[src/rtl/serial_arith_pkg.sv]
// Shared types and defaults for the bit-serial arithmetic datapath blocks.
package serial_arith_pkg;

    typedef enum logic [1:0] {
        IDLE  = 2'd0,
        SHIFT = 2'd1,
        DONE  = 2'd2
    } state_t;

    localparam int SER_W = 8;

endpackage

[src/rtl/serial_sub_cell.sv]
// Combinational one-bit full subtractor: d = x - y - bin, bout is the borrow out.
module serial_sub_cell (
    input  logic x,
    input  logic y,
    input  logic bin,
    output logic d,
    output logic bout
);

    assign d    = x ^ y ^ bin;
    assign bout = (~x & y) | (~(x ^ y) & bin);

endmodule

[src/rtl/serial_subtractor.sv]
// Bit-serial two's-complement subtractor (diff = a - b), LSB first, one bit per clock.
// Optional signed-overflow output enabled by defining SERIAL_SUB_OVF_EN.
module serial_subtractor
    import serial_arith_pkg::*;
#(
    parameter int W = SER_W
) (
    input  logic         clk,
    input  logic         rst_n,
    input  logic         start,
    input  logic [W-1:0] a,
    input  logic [W-1:0] b,
    output logic         busy,
    output logic         done,
    output logic [W-1:0] diff,
    output logic         borrow
`ifdef SERIAL_SUB_OVF_EN
    ,
    output logic         ovf
`endif
);

    localparam int               CNT_W = $clog2(W + 1);
    localparam logic [CNT_W-1:0] LAST  = CNT_W'(W - 1);

    state_t             state_q, state_d;
    logic [W-1:0]       sr_a_q, sr_a_d;
    logic [W-1:0]       sr_b_q, sr_b_d;
    logic               bw_q, bw_d;
    logic [CNT_W-1:0]   cnt_q, cnt_d;
    logic [W-1:0]       diff_q, diff_d;
    logic               borrow_q, borrow_d;
`ifdef SERIAL_SUB_OVF_EN
    logic               a_msb_q, a_msb_d;
    logic               b_msb_q, b_msb_d;
    logic               ovf_q, ovf_d;
`endif

    logic               bit_d;
    logic               bit_bo;
    logic [W-1:0]       sr_a_sh;
    logic [W-1:0]       sr_b_sh;

    serial_sub_cell u_cell (
        .x    (sr_a_q[0]),
        .y    (sr_b_q[0]),
        .bin  (bw_q),
        .d    (bit_d),
        .bout (bit_bo)
    );

    // Difference bits enter at the MSB so sr_a holds the full result after W shifts.
    if (W == 1) begin : g_w1
        assign sr_a_sh = bit_d;
        assign sr_b_sh = 1'b0;
    end else begin : g_wn
        assign sr_a_sh = {bit_d, sr_a_q[W-1:1]};
        assign sr_b_sh = {1'b0, sr_b_q[W-1:1]};
    end

    // Handshake: start is sampled only in IDLE; busy covers SHIFT and DONE;
    // done is a single-cycle pulse in DONE, with diff/borrow valid from then on.
    always_comb begin
        state_d  = state_q;
        sr_a_d   = sr_a_q;
        sr_b_d   = sr_b_q;
        bw_d     = bw_q;
        cnt_d    = cnt_q;
        diff_d   = diff_q;
        borrow_d = borrow_q;
`ifdef SERIAL_SUB_OVF_EN
        a_msb_d  = a_msb_q;
        b_msb_d  = b_msb_q;
        ovf_d    = ovf_q;
`endif
        case (state_q)
            IDLE: begin
                if (start) begin
                    state_d = SHIFT;
                    sr_a_d  = a;
                    sr_b_d  = b;
                    bw_d    = 1'b0;
                    cnt_d   = '0;
`ifdef SERIAL_SUB_OVF_EN
                    a_msb_d = a[W-1];
                    b_msb_d = b[W-1];
`endif
                end
            end
            SHIFT: begin
                sr_a_d = sr_a_sh;
                sr_b_d = sr_b_sh;
                bw_d   = bit_bo;
                cnt_d  = cnt_q + 1'b1;
                if (cnt_q == LAST) begin
                    state_d  = DONE;
                    diff_d   = sr_a_sh;
                    borrow_d = bit_bo;
`ifdef SERIAL_SUB_OVF_EN
                    ovf_d    = (a_msb_q ^ b_msb_q) & (bit_d ^ a_msb_q);
`endif
                end
            end
            DONE:    state_d = IDLE;
            default: state_d = IDLE;
        endcase
    end

    always_ff @(posedge clk or negedge rst_n) begin
        if (!rst_n) begin
            state_q  <= IDLE;
            sr_a_q   <= '0;
            sr_b_q   <= '0;
            bw_q     <= 1'b0;
            cnt_q    <= '0;
            diff_q   <= '0;
            borrow_q <= 1'b0;
`ifdef SERIAL_SUB_OVF_EN
            a_msb_q  <= 1'b0;
            b_msb_q  <= 1'b0;
            ovf_q    <= 1'b0;
`endif
        end else begin
            state_q  <= state_d;
            sr_a_q   <= sr_a_d;
            sr_b_q   <= sr_b_d;
            bw_q     <= bw_d;
            cnt_q    <= cnt_d;
            diff_q   <= diff_d;
            borrow_q <= borrow_d;
`ifdef SERIAL_SUB_OVF_EN
            a_msb_q  <= a_msb_d;
            b_msb_q  <= b_msb_d;
            ovf_q    <= ovf_d;
`endif
        end
    end

    assign busy   = (state_q != IDLE);
    assign done   = (state_q == DONE);
    assign diff   = diff_q;
    assign borrow = borrow_q;
`ifdef SERIAL_SUB_OVF_EN
    assign ovf    = ovf_q;
`endif

endmodule

[config.mk]
export PLATFORM = sky130hd
export DESIGN_NAME = serial_subtractor
export DESIGN_NICKNAME = d
export VERILOG_FILES = /design/src/rtl/serial_arith_pkg.sv /design/src/rtl/serial_sub_cell.sv /design/src/rtl/serial_subtractor.sv
export SDC_FILE = /design/constraint.sdc
export NUM_CORES = 1
export LEC_CHECK = 0
export ABC_CLOCK_PERIOD_IN_PS = 1700
export CORE_UTILIZATION = 45
export DETAILED_ROUTE_END_ITERATION = 8
export GPL_TIMING_DRIVEN = 0
export PLACE_DENSITY = 0.69
export SYNTH_ARGS = -nofsm -noshare
export SYNTH_HDL_FRONTEND = slang
export SYNTH_SLANG_ARGS = --single-unit
[constraint.sdc]
create_clock -name clk -period 1.7 [get_ports clk]
set_clock_uncertainty 0.1 [all_clocks]
set_input_delay 0.255 -clock clk [delete_from_list [all_inputs] [get_ports clk]]
set_output_delay 0.255 -clock clk [all_outputs]
set_load 0.02 [all_outputs]
# After elaboration in Yosys (flattened, before gate mapping)
# Cells that the tools add are included.
[totals] reg_bits=32 input_bits=19 output_inout_bits=11 word_cells=37
[op_classes] add_sub_neg=1 eq_ne=5 mux=11 bitwise=7 n_reduce_logical=6
[op_table] op="$pmux 8 s2" n=2
[op_table] op="$mux 8" n=2
[op_table] op="$pmux 4 s2" n=1
[op_table] op="$reduce_and 2->1" n=3
[op_table] op="$add 4x1->4 const B" n=1
[op_table] op="$eq 4x3->1 const B" n=1
[op_table] op="$mux 2" n=2
[op_table] op="$mux 4" n=1
[op_table] op="$ne 2x2->1 const B" n=2
[op_table] op="$pmux 2 s2" n=1
[op_table] op="$reduce_bool 2->1" n=2
[op_table] op="$and 1x1->1" n=2
[op_table] op="$eq 2x1->1 const B" n=1
[op_table] op="$eq 2x2->1 const B" n=1
[op_table] op="$logic_not 2->1" n=1
[op_table] op="$not 1->1" n=2
[op_table] op="$pmux 1 s2" n=1
[op_table] op="$xor 1x1->1" n=2
[op_table] op="$mux 1" n=1
[op_table] op="$or 1x1->1" n=1

# Longest topological paths before layout
# Gate-level depths: netlist of the first run.
[logic_depth] ltp_word=5 depth_mapped=5 depth_no_buf=4

# Cells and area by module
# Synthesis of the first run repeated with hierarchy kept, for this count alone.
[unflattened] cells_unflattened=140 hier_area_um2=1507.7
[modules_own_cells] mod="serial_subtractor" n_inst=1 cells_each=136 area_each_um2=1476.4 seq_area_each_um2=800.8
[modules_own_cells] mod="serial_sub_cell" n_inst=1 cells_each=4 area_each_um2=31.3 seq_area_each_um2=0.0

# Least setup slack after synthesis of the first run
# No wires, ideal clock.
[synth_path] path_type="reg2reg" start="register cnt_q[0]" end="register diff_q[0], in the netlist diff[0]" setup_time_ps=125 arrival_ps=1316 required_time_ps=1475 path_slack_ps=160 path_stages_with_launch=5 n_path_buf=0 synth_period_minus_slack_ps=1540 path_cell_list="dfrtp_1 ha_1 nand2_1 nor3_4 mux2_2"
[synth_between] elab_chain_cells=2
[synth_lines] element="from (decl)" line="serial_subtractor.sv:30" rtl="logic [CNT_W-1:0] cnt_q, cnt_d;"
[synth_lines] element="from (signal assigned)" line="serial_subtractor.sv:128" rtl="cnt_q <= cnt_d;"
[synth_lines] element="$eq 4x3->1" line="serial_subtractor.sv:95" rtl="if (cnt_q == LAST) begin"
[synth_lines] element="$reduce_and 2->1 (no line)"
[synth_lines] element="to (signal assigned)" line="serial_subtractor.sv:129" rtl="diff_q <= diff_d;"
[synth_lines] element="to (decl)" line="serial_subtractor.sv:31" rtl="logic [W-1:0] diff_q, diff_d;"
# No other way between the ends.
# A chain may end at the register's enable or synchronous reset.

# Final worst setup path of the first run
[layout_path] start="register state_q[0]" end="output busy"
[layout_between] elab_chain_cells=1
[layout_lines] element="from (decl)" line="serial_subtractor.sv:26" rtl="state_t state_q, state_d;"
[layout_lines] element="from (signal assigned)" line="serial_subtractor.sv:124" rtl="state_q <= state_d;"
[layout_lines] element="$reduce_bool 2->1" line="serial_subtractor.sv:139" rtl="assign busy = (state_q != IDLE);"
[layout_lines] element="to (decl)" line="serial_subtractor.sv:13" rtl="output logic busy,"
# No other way between the ends.

==> results.py, run 1 <==
metrics = {
    "outcome": {
        "status": "finished, violations left",
        "violations": "negative setup slack",
    },
    "floorplan": {
        "fp.dieH_um": 57.5,
        "initial_core_util_pct": 49.0,
        "die_area_um2": 3310,
        "rows": 19,
        "ios": 30,
        "core-area_um2": 2830,
        "die_x_um": 57.5,
    },
    "clock_tree": {
        "cts_tree": "built",
        "clkLatencyLatePin_ns": 0.33,
        "htreeDepth": 2,
        "cts.sinks": 32,
        "path_clk_slew_ns": 0.10,
        "cts_inserted_buffers": 5,
        "cts_root_buf": "clkbuf_4",
        "cts_buffer_depth": 2,
    },
    "layout": {
        "nNetsFinal": 191,
        "nFillCells": 253,
        "area_growth_pct": 33.3,
        "drive_above_1_share_pct": 21.1,
        "layoutNonFillerInstCount": 202,
        "diodes": 0,
    },
    "detailed_routing": {
        "via_per_inst": 5.41,
        "via_count": 1093,
        "final_antenna_net_count": 0,
        "routed_wl_mm": 2.83,
        "drc_errors": 0,
        "drt_iter0_drc": 29,
        "drt_first_pass_iters": 6,
        "wl_per_cell_um": 14.0,
    },
    "logic_synthesis": {
        "synth_area_leaders": "dfrtp_1, o21ai_0, a22oi_1",
        "syn_area_um2": 1390,
        "synth_top_area_share_pct": 57.7,
        "yosysMostFrequentCell": "dfrtp_1",
        "ys_warn_count": 0,
        "async_reset_ff_share_pct": 100,
        "synth_ff_type": "dfrtp_1",
        "synth.net_count": 148,
        "synth-seq-area-share_pct": 57.7,
        "ys_top_cells_by_count": "dfrtp_1, nand2_1, o21ai_0",
        "synth-seq-cells": 32,
        "avgSynthCellArea_um2": 10.9,
        "synth_cells": 127,
        "synth_top_cell_by_area": "dfrtp_1",
        "yosysUniqueCellTypes": 22,
        "synth-edff-count": 0,
    },
    "timing": {
        "max_freq_mhz": 569,
        "maxSlewViolCount": 0,
        "tightest_slew_ns": 0.689,
        "worst_slack_ns": -0.0563,
        "finalHoldViolCount": 0,
        "tns_ns": -0.0563,
        "layout_min_cycle_time_ns": 1.76,
        "fin_crit_sh_pct": 103,
        "setup_viol": 1,
        "rsz0062_at_grt": "yes",
        "relSlewSlack_pct": 54.1,
        "whs_ns": 0.382,
    },
    "power": {
        "report.power.total_mw": 3.22,
        "leakagePower_nw": 0.835,
        "irDropWorstVdd_mv": 0.918,
        "power.density_nw_per_um2": 1740,
    },
    "placed_design": {
        "dpl.cell_count": 187,
        "numPortBuffers": 29,
        "gp_congestion": 0.772,
        "hpwlAfterDp_mm": 1.96,
        "pre_cts_slack_ns": -0.321,
    },
    "setup_path": {
        "crit_path_max_fanout": 10,
        "path_cells": "clkbuf_8 -> or2_2 -> buf_2",
        "crit_family": "flip-flops",
        "cp_num_cells": 3,
        "required_ns": 1.34,
        "start_kind": "flop",
        "critPathKind": "reg -> out",
        "r2r_cells": 5,
        "critPathMaxStageDelay_ns": 0.45,
        "crit_slowest_cell": "dfrtp_2",
        "crit_buf_inv": 2,
        "crit_path_end_kind": "primary output",
        "critPathArrivalTime_ns": 1.40,
    },
    "grt": {
        "grt_max_degree": 33,
        "grt_overflow": 0,
        "grt_usage_pct": 19.6,
        "grt_pass1_wl_mm": 4.77,
        "grt_pass1_vias": 1078,
        "antenna_found_initial": 0,
    },
    "worst_hold_path": {
        "hold_depth": 3,
        "hp-class": "in -> reg",
    },
    "run": {
        "drv_cap": 0,
    },
}
## sequential cells by signal, summed over array words and instances, names as in the netlist
name / cells
cnt_q: 4
sr_b_q: 8
sr_a_q: 8
diff: 8
state_q: 2
borrow: 1
bw_q: 1
## metrics by stage
| stage | area, um^2 | util [%] |
|---|---|---|
| 6_report | 1850 | 65.4 |
| 4_1_cts | 1820 | 64.4 |
| 3_5_place_dp | 1720 | 60.7 |
| 2_1_floorplan | 1390 | - |
| 3_3_place_gp | 1720 | 60.7 |
| 5_1_grt | 1850 | 65.4 |
## where the power goes
group,switching [mW],internal [mW],total [mW]
combinational,0.729,0.721,1.45
clock,0.252,0.197,0.449
sequential,0.223,1.10,1.32
total,1.20,2.02,3.22
## worst min-delay path, delay by kind of cell
kind / cells / cell delay (ns)
AO/OA/AOI/OAI: 1 / 0.07
buffers and inverters: 1 / 0.39
AND/OR/NAND/NOR: 1 / 0.06
## cell type report
type | instances | area [um^2] | share of cell area, %
Multi-Input combinational cell | 84 | 548 | 29.6
Inverter | 4 | 15.0 | 0.812
Clock buffer | 6 | 51.3 | 2.77
Clock inverter | 2 | 10.0 | 0.541
Timing Repair Buffer | 36 | 339 | 18.3
Tap cell | 31 | 38.8 | 2.10
Sequential cell | 32 | 802 | 43.4
Buffer | 7 | 45.0 | 2.44
## layer usage
metal / up-vias / track usage (%) / wire length (um)
met4: 0 / 6.62 / 42
li1: 532 / - / -
met2: 31 / 30.1 / 1330
met5: - / 0 / 0
met1: 524 / 26.5 / 1290
met3: 6 / 6.12 / 172
## kinds of logic (layout without fill, tap and decap cells)
logic type / Yosys count / after routing / share of synthesized area (%)
and+or+nand+nor: 34 / 34 / 12.4
AOI/OAI and AO/OA: 38 / 38 / 16.6
buffers and inverters: 11 / 55 / 2.98
DFF: 32 / 32 / 57.7
adders and majority gates: 2 / 2 / 2.34
muxes: 10 / 10 / 7.94
## layout by cell type (no fill, tap or decap), drive strengths merged, types with 2 or more instances in the layout
cell type       n
a21oi           4
a22oi          12
and3b           3
buf            10
clkbuf         12
clkdlybuf4s50  24
clkinv          2
dfrtp          32
dlymetal6s2s    2
inv             4
mux2            8
mux2i           2
nand2          22
nand2b          2
nand3           2
nor2b           2
o21ai          19
## path summary, 6_finish.rpt
check | startpoint | endpoint | slack [ns]
worst max register to register | state_q[0] | diff[5] | 0.07
min in group asynchronous | rst_n | cnt_q[0] | 0.39
worst min register to register | sr_b_q[1] | sr_b_q[1] | 0.39
worst max-delay path | state_q[0] | busy | -0.06
max in group asynchronous | rst_n | state_q[0] | 0.63
worst min-delay path | b[7] | sr_b_q[7] | 0.38
## what timing repair did
item                                   CTS  global route
resized for setup                       16            11
buffers inserted                         5             1
pin swaps                                1             2
cloned                                   0             0
setup endpoints to repair               10            31
endpoints found under the hold margin    0            32
hold buffers                             0             1
Note: power is estimated with default switching activity, not from simulation.
==> run 2: changes to the inputs <==
Settings changed: SKIP_CTS_REPAIR_TIMING set to 1, TNS_END_PERCENT set to 30.
==> results.py, run 2 (synthesis gave the netlist of run 1 again) <==
metrics = {
    "outcome": {
        "status": "completed",
    },
    "placed_design": {
        "hpwlAfterDp_mm": 1.96,
        "numPortBuffers": 29,
        "gp_congestion": 0.772,
        "pre_cts_slack_ns": -0.321,
    },
    "floorplan": {
        "die_x_um": 57.5,
        "core-area_um2": 2830,
        "rows": 19,
        "ios": 30,
        "die_area_um2": 3310,
        "initial_core_util_pct": 49.0,
        "fp.dieH_um": 57.5,
    },
    "timing": {
        "maxSlewViolCount": 0,
        "tightest_slew_ns": 0.689,
        "finalHoldViolCount": 0,
        "fin_crit_sh_pct": 97.7,
        "max_freq_mhz": 602,
        "setup_viol": 0,
        "layout_min_cycle_time_ns": 1.66,
        "rsz0062_at_grt": "yes",
        "relSlewSlack_pct": 54.1,
        "worst_slack_ns": 0.0398,
    },
    "setup_path": {
        "crit_path_end_kind": "primary output",
        "critPathKind": "reg -> out",
        "critPathMostFrequentCell": "buf_6",
        "crit_slowest_cell": "dfrtp_2",
        "required_ns": 1.34,
        "path_cells": "buf_6 -> or2_4 -> buf_6",
        "crit_family": "flip-flops",
        "critPathArrivalTime_ns": 1.31,
        "start_kind": "flop",
        "critPathMaxStageDelay_ns": 0.47,
        "crit_buf_inv": 2,
        "crit_path_max_fanout": 7,
    },
    "grt": {
        "antenna_found_initial": 0,
        "grt_pass1_vias": 1043,
        "grt_overflow": 0,
        "grt_usage_pct": 19.2,
        "grt_pass1_wl_mm": 4.66,
        "grt_max_degree": 33,
    },
    "detailed_routing": {
        "drc_errors": 0,
        "via_count": 1110,
        "routed_wl_mm": 2.84,
        "final_antenna_net_count": 0,
        "drt_first_pass_iters": 4,
        "via_per_inst": 5.50,
        "wl_per_cell_um": 14.0,
        "drt_iter0_drc": 27,
    },
    "clock_tree": {
        "cts_buffer_depth": 2,
        "clkLatencyLatePin_ns": 0.33,
        "htreeDepth": 2,
        "cts_root_buf": "clkbuf_4",
        "cts_tree": "built",
        "cts.sinks": 32,
        "cts_inserted_buffers": 5,
        "path_clk_slew_ns": 0.09,
    },
    "power": {
        "power_frac_seq_pct": 40.8,
        "intPower_mw": 2.06,
        "combPwrFrac_pct": 45.6,
        "irDropWorstVdd_mv": 0.914,
        "clockPowerShare_pct": 13.6,
        "power_switching_mw": 1.21,
        "power.density_nw_per_um2": 1760,
        "swShare_pct": 37.1,
        "leakagePower_nw": 0.832,
        "report.power.total_mw": 3.27,
    },
    "layout": {
        "most-common-layout-cells": "dfrtp_1, clkdlybuf4s50_1, nand2_1",
        "diodes": 0,
        "seq_area_um2": 802,
        "nNetsFinal": 191,
        "nFillCells": 243,
        "layout_commonest_cell": "dfrtp_1",
        "area_growth_pct": 34.4,
        "multiInputGateArea_um2": 553,
        "drive_above_1_share_pct": 20.5,
    },
    "worst_hold_path": {
        "hp-class": "in -> reg",
    },
    "run": {
        "drv_cap": 0,
    },
}
-- run 2: path summary, 6_finish.rpt --
path	startpoint	slack (ns)	to	cells after the start
worst min-delay path	b[7]	0.38	sr_b_q[7]	3
min in group asynchronous	rst_n	0.39	diff[7]	2
worst max register to register	cnt_q[0]	0.08	diff[2]	5
worst min register to register	sr_b_q[0]	0.39	sr_b_q[0]	2
worst max-delay path	state_q[0]	0.04	busy	3
max in group asynchronous	rst_n	0.63	state_q[0]	2
-- run 2: cell type report --
class	instances	area share, %
repair buffers	36	19.0
clock inverters	2	0.537
flip-flops and latches	32	43.0
plain buffers	7	2.15
clock buffers	6	2.75
inverters	4	0.805
well taps	31	2.08
multi-input cells	84	29.7
-- run 2: routing by layer --
| layer | vias to the layer above | track usage (%) | share of wire (%) | wire length, um |
|---|---|---|---|---|
| li1 | 532 | - | - | - |
| met1 | 539 | 26.5 | 47 | 1340 |
| met2 | 33 | 28.7 | 46 | 1300 |
| met3 | 6 | 6.12 | 5.4 | 153 |
| met4 | 0 | 6.27 | 1.5 | 42 |
| met5 | - | 0 | 0 | 0 |
-- run 2: worst register-to-register path: cells and delay by family (launching register included) --
kind                     cells  cell delay (ns)
AND/OR/NAND/NOR              2             0.29
flip-flops                   1             0.40
multiplexers                 1             0.33
buffers and inverters        1             0.16
adder cells (fa/ha/maj)      1             0.22
-- run 2: metrics by stage --
stage          hold slack (ns)  cells  utilization, %  instance area (um^2)  setup TNS, ns
4_1_cts                  0.382    195            62.8                  1780          -2.18
3_3_place_gp             0.363    187            60.7                  1720         -13.64
2_1_floorplan           -0.141    127               -                  1390              0
6_report                 0.385    202            65.9                  1860              0
5_1_grt                  0.426    202            65.9                  1860        -0.0192
3_5_place_dp             0.371    187            60.7                  1720         -14.02
-- run 2: power by group through the flow --
stage | clock (mW) | sequential (mW) | combinational (mW)
floorplan | 0 | 1.41 | 0.776
global placement | 0 | 1.33 | 1.31
detailed placement | 0 | 1.35 | 1.35
CTS | 0.460 | 1.33 | 1.35
global route | 0.498 | 1.39 | 1.64
finish | 0.445 | 1.34 | 1.49
==> run 3: changes to the inputs <==
Settings changed: SETUP_SLACK_MARGIN set to 0.1.
==> results.py, run 3 (synthesis gave the netlist of run 1 again) <==
metrics = {
    "outcome": {
        "status": "completed",
    },
    "detailed_routing": {
        "drc_errors": 0,
        "drt_first_pass_iters": 4,
        "wl_per_cell_um": 14.8,
        "via_count": 1147,
        "routed_wl_mm": 3.03,
        "drt_iter0_drc": 33,
        "final_antenna_net_count": 0,
        "via_per_inst": 5.62,
    },
    "placed_design": {
        "hpwlAfterDp_mm": 1.96,
        "numPortBuffers": 29,
        "pre_cts_slack_ns": -0.321,
        "dpl.cell_count": 187,
        "gp_congestion": 0.772,
    },
    "timing": {
        "layout_min_cycle_time_ns": 1.66,
        "tightest_slew_ns": 0.690,
        "rsz0062_at_grt": "yes",
        "relSlewSlack_pct": 54.0,
        "fin_crit_sh_pct": 97.6,
        "setup_viol": 0,
        "finalHoldViolCount": 0,
        "worst_slack_ns": 0.0413,
        "max_freq_mhz": 603,
        "maxSlewViolCount": 0,
    },
    "grt": {
        "grt_overflow": 0,
        "grt_max_degree": 33,
        "grt_pass1_vias": 1043,
        "antenna_found_initial": 0,
        "grt_pass1_wl_mm": 4.66,
        "grt_usage_pct": 19.2,
    },
    "clock_tree": {
        "cts.sinks": 32,
        "cts_tree": "built",
        "path_clk_slew_ns": 0.09,
        "cts_inserted_buffers": 5,
        "cts_root_buf": "clkbuf_4",
        "clkLatencyLatePin_ns": 0.33,
        "htreeDepth": 2,
        "cts_buffer_depth": 2,
    },
    "floorplan": {
        "ios": 30,
        "initial_core_util_pct": 49.0,
        "die_x_um": 57.5,
        "rows": 19,
        "fp.dieH_um": 57.5,
        "die_area_um2": 3310,
        "core-area_um2": 2830,
    },
    "power": {
        "irDropWorstVdd_mv": 0.896,
        "power.density_nw_per_um2": 1760,
        "leakagePower_nw": 0.971,
    },
    "layout": {
        "diodes": 0,
        "seq_area_um2": 802,
        "drive_above_1_share_pct": 22.5,
        "layout_commonest_cell": "dfrtp_1",
        "nNetsFinal": 193,
        "nFillCells": 238,
        "area_growth_pct": 40.3,
        "most-common-layout-cells": "dfrtp_1, nand2_1, o21ai_0",
        "multiInputGateArea_um2": 598,
        "layoutNonFillerInstCount": 204,
    },
    "setup_path": {
        "critPathMostFrequentCell": "buf_6",
        "path_cells": "buf_6 -> or2_4 -> buf_6",
        "crit_path_max_fanout": 7,
        "critPathArrivalTime_ns": 1.30,
        "start_kind": "flop",
        "required_ns": 1.34,
        "crit_slowest_cell": "dfrtp_2",
        "critPathMaxStageDelay_ns": 0.47,
        "crit_path_end_kind": "primary output",
        "critPathKind": "reg -> out",
    },
    "run": {
        "drv_cap": 0,
    },
    "worst_hold_path": {
        "hp-class": "in -> reg",
    },
}
-- run 3: changes by cell type in the layout (fill, tap and decap cells not counted), moves of 2 or more --
| cell | change |
|---|---|
| mux2_2 | -8 |
| mux2_4 | +8 |
| clkdlybuf4s50_1 | -7 |
| dlymetal6s2s_1 | +7 |
| buf_4 | +3 |
| clkbuf_1 | -2 |
-- run 3: worst paths after layout --
kind | end | cells past startpoint | from | slack (ns)
worst min-delay path | sr_b_q[7] | 3 | b[7] | 0.38
max in group asynchronous | state_q[0] | 2 | rst_n | 0.62
worst max register to register | diff[1] | 5 | cnt_q[1] | 0.14
min in group asynchronous | diff[7] | 2 | rst_n | 0.39
worst max-delay path | busy | 3 | state_q[0] | 0.04
worst min register to register | sr_b_q[0] | 2 | sr_b_q[0] | 0.38
-- run 3: area by class of cell --
type	count	share of cell area, %
plain buffers	7	2.19
clock buffers	6	2.63
clock inverters	2	0.514
inverters	4	0.771
multi-input cells	84	30.7
flip-flops and latches	32	41.2
well taps	31	1.99
repair buffers	38	20.0
-- run 3: critical path, delay by kind of cell (launching register included) --
family	cells	cell delay [ns]
buffers and inverters	2	0.27
flip-flops	1	0.47
AND/OR/NAND/NOR	1	0.23
-- run 3: where the power goes --
group | switching, mW | internal, mW
clock | 0.251 | 0.197
combinational | 0.759 | 0.853
sequential | 0.260 | 1.10
-- run 3: metal layers --
metal / GRT usage, % / routed length [um] / share of wire (%) / up-vias
met3: 6.12 / 165 / 5.5 / 4
met4: 6.27 / 35 / 1.2 / 0
met5: 0 / 0 / 0 / -
met2: 28.7 / 1500 / 49 / 37
li1: - / - / - / 535
met1: 26.5 / 1330 / 44 / 571
-- run 3: metrics by stage --
step / hold slack, ns / power, mW / TNS, ns / area, um^2 / util [%]
floorplan: -0.141 / 2.19 / 0 / 1390 / -
detailed placement: 0.371 / 2.70 / -14.02 / 1720 / 60.7
finish: 0.385 / 3.42 / 0 / 1950 / 68.8
global route: 0.426 / 3.67 / -0.00565 / 1950 / 68.8
CTS: 0.382 / 3.15 / -2.18 / 1780 / 62.8
global placement: 0.363 / 2.64 / -13.64 / 1720 / 60.7
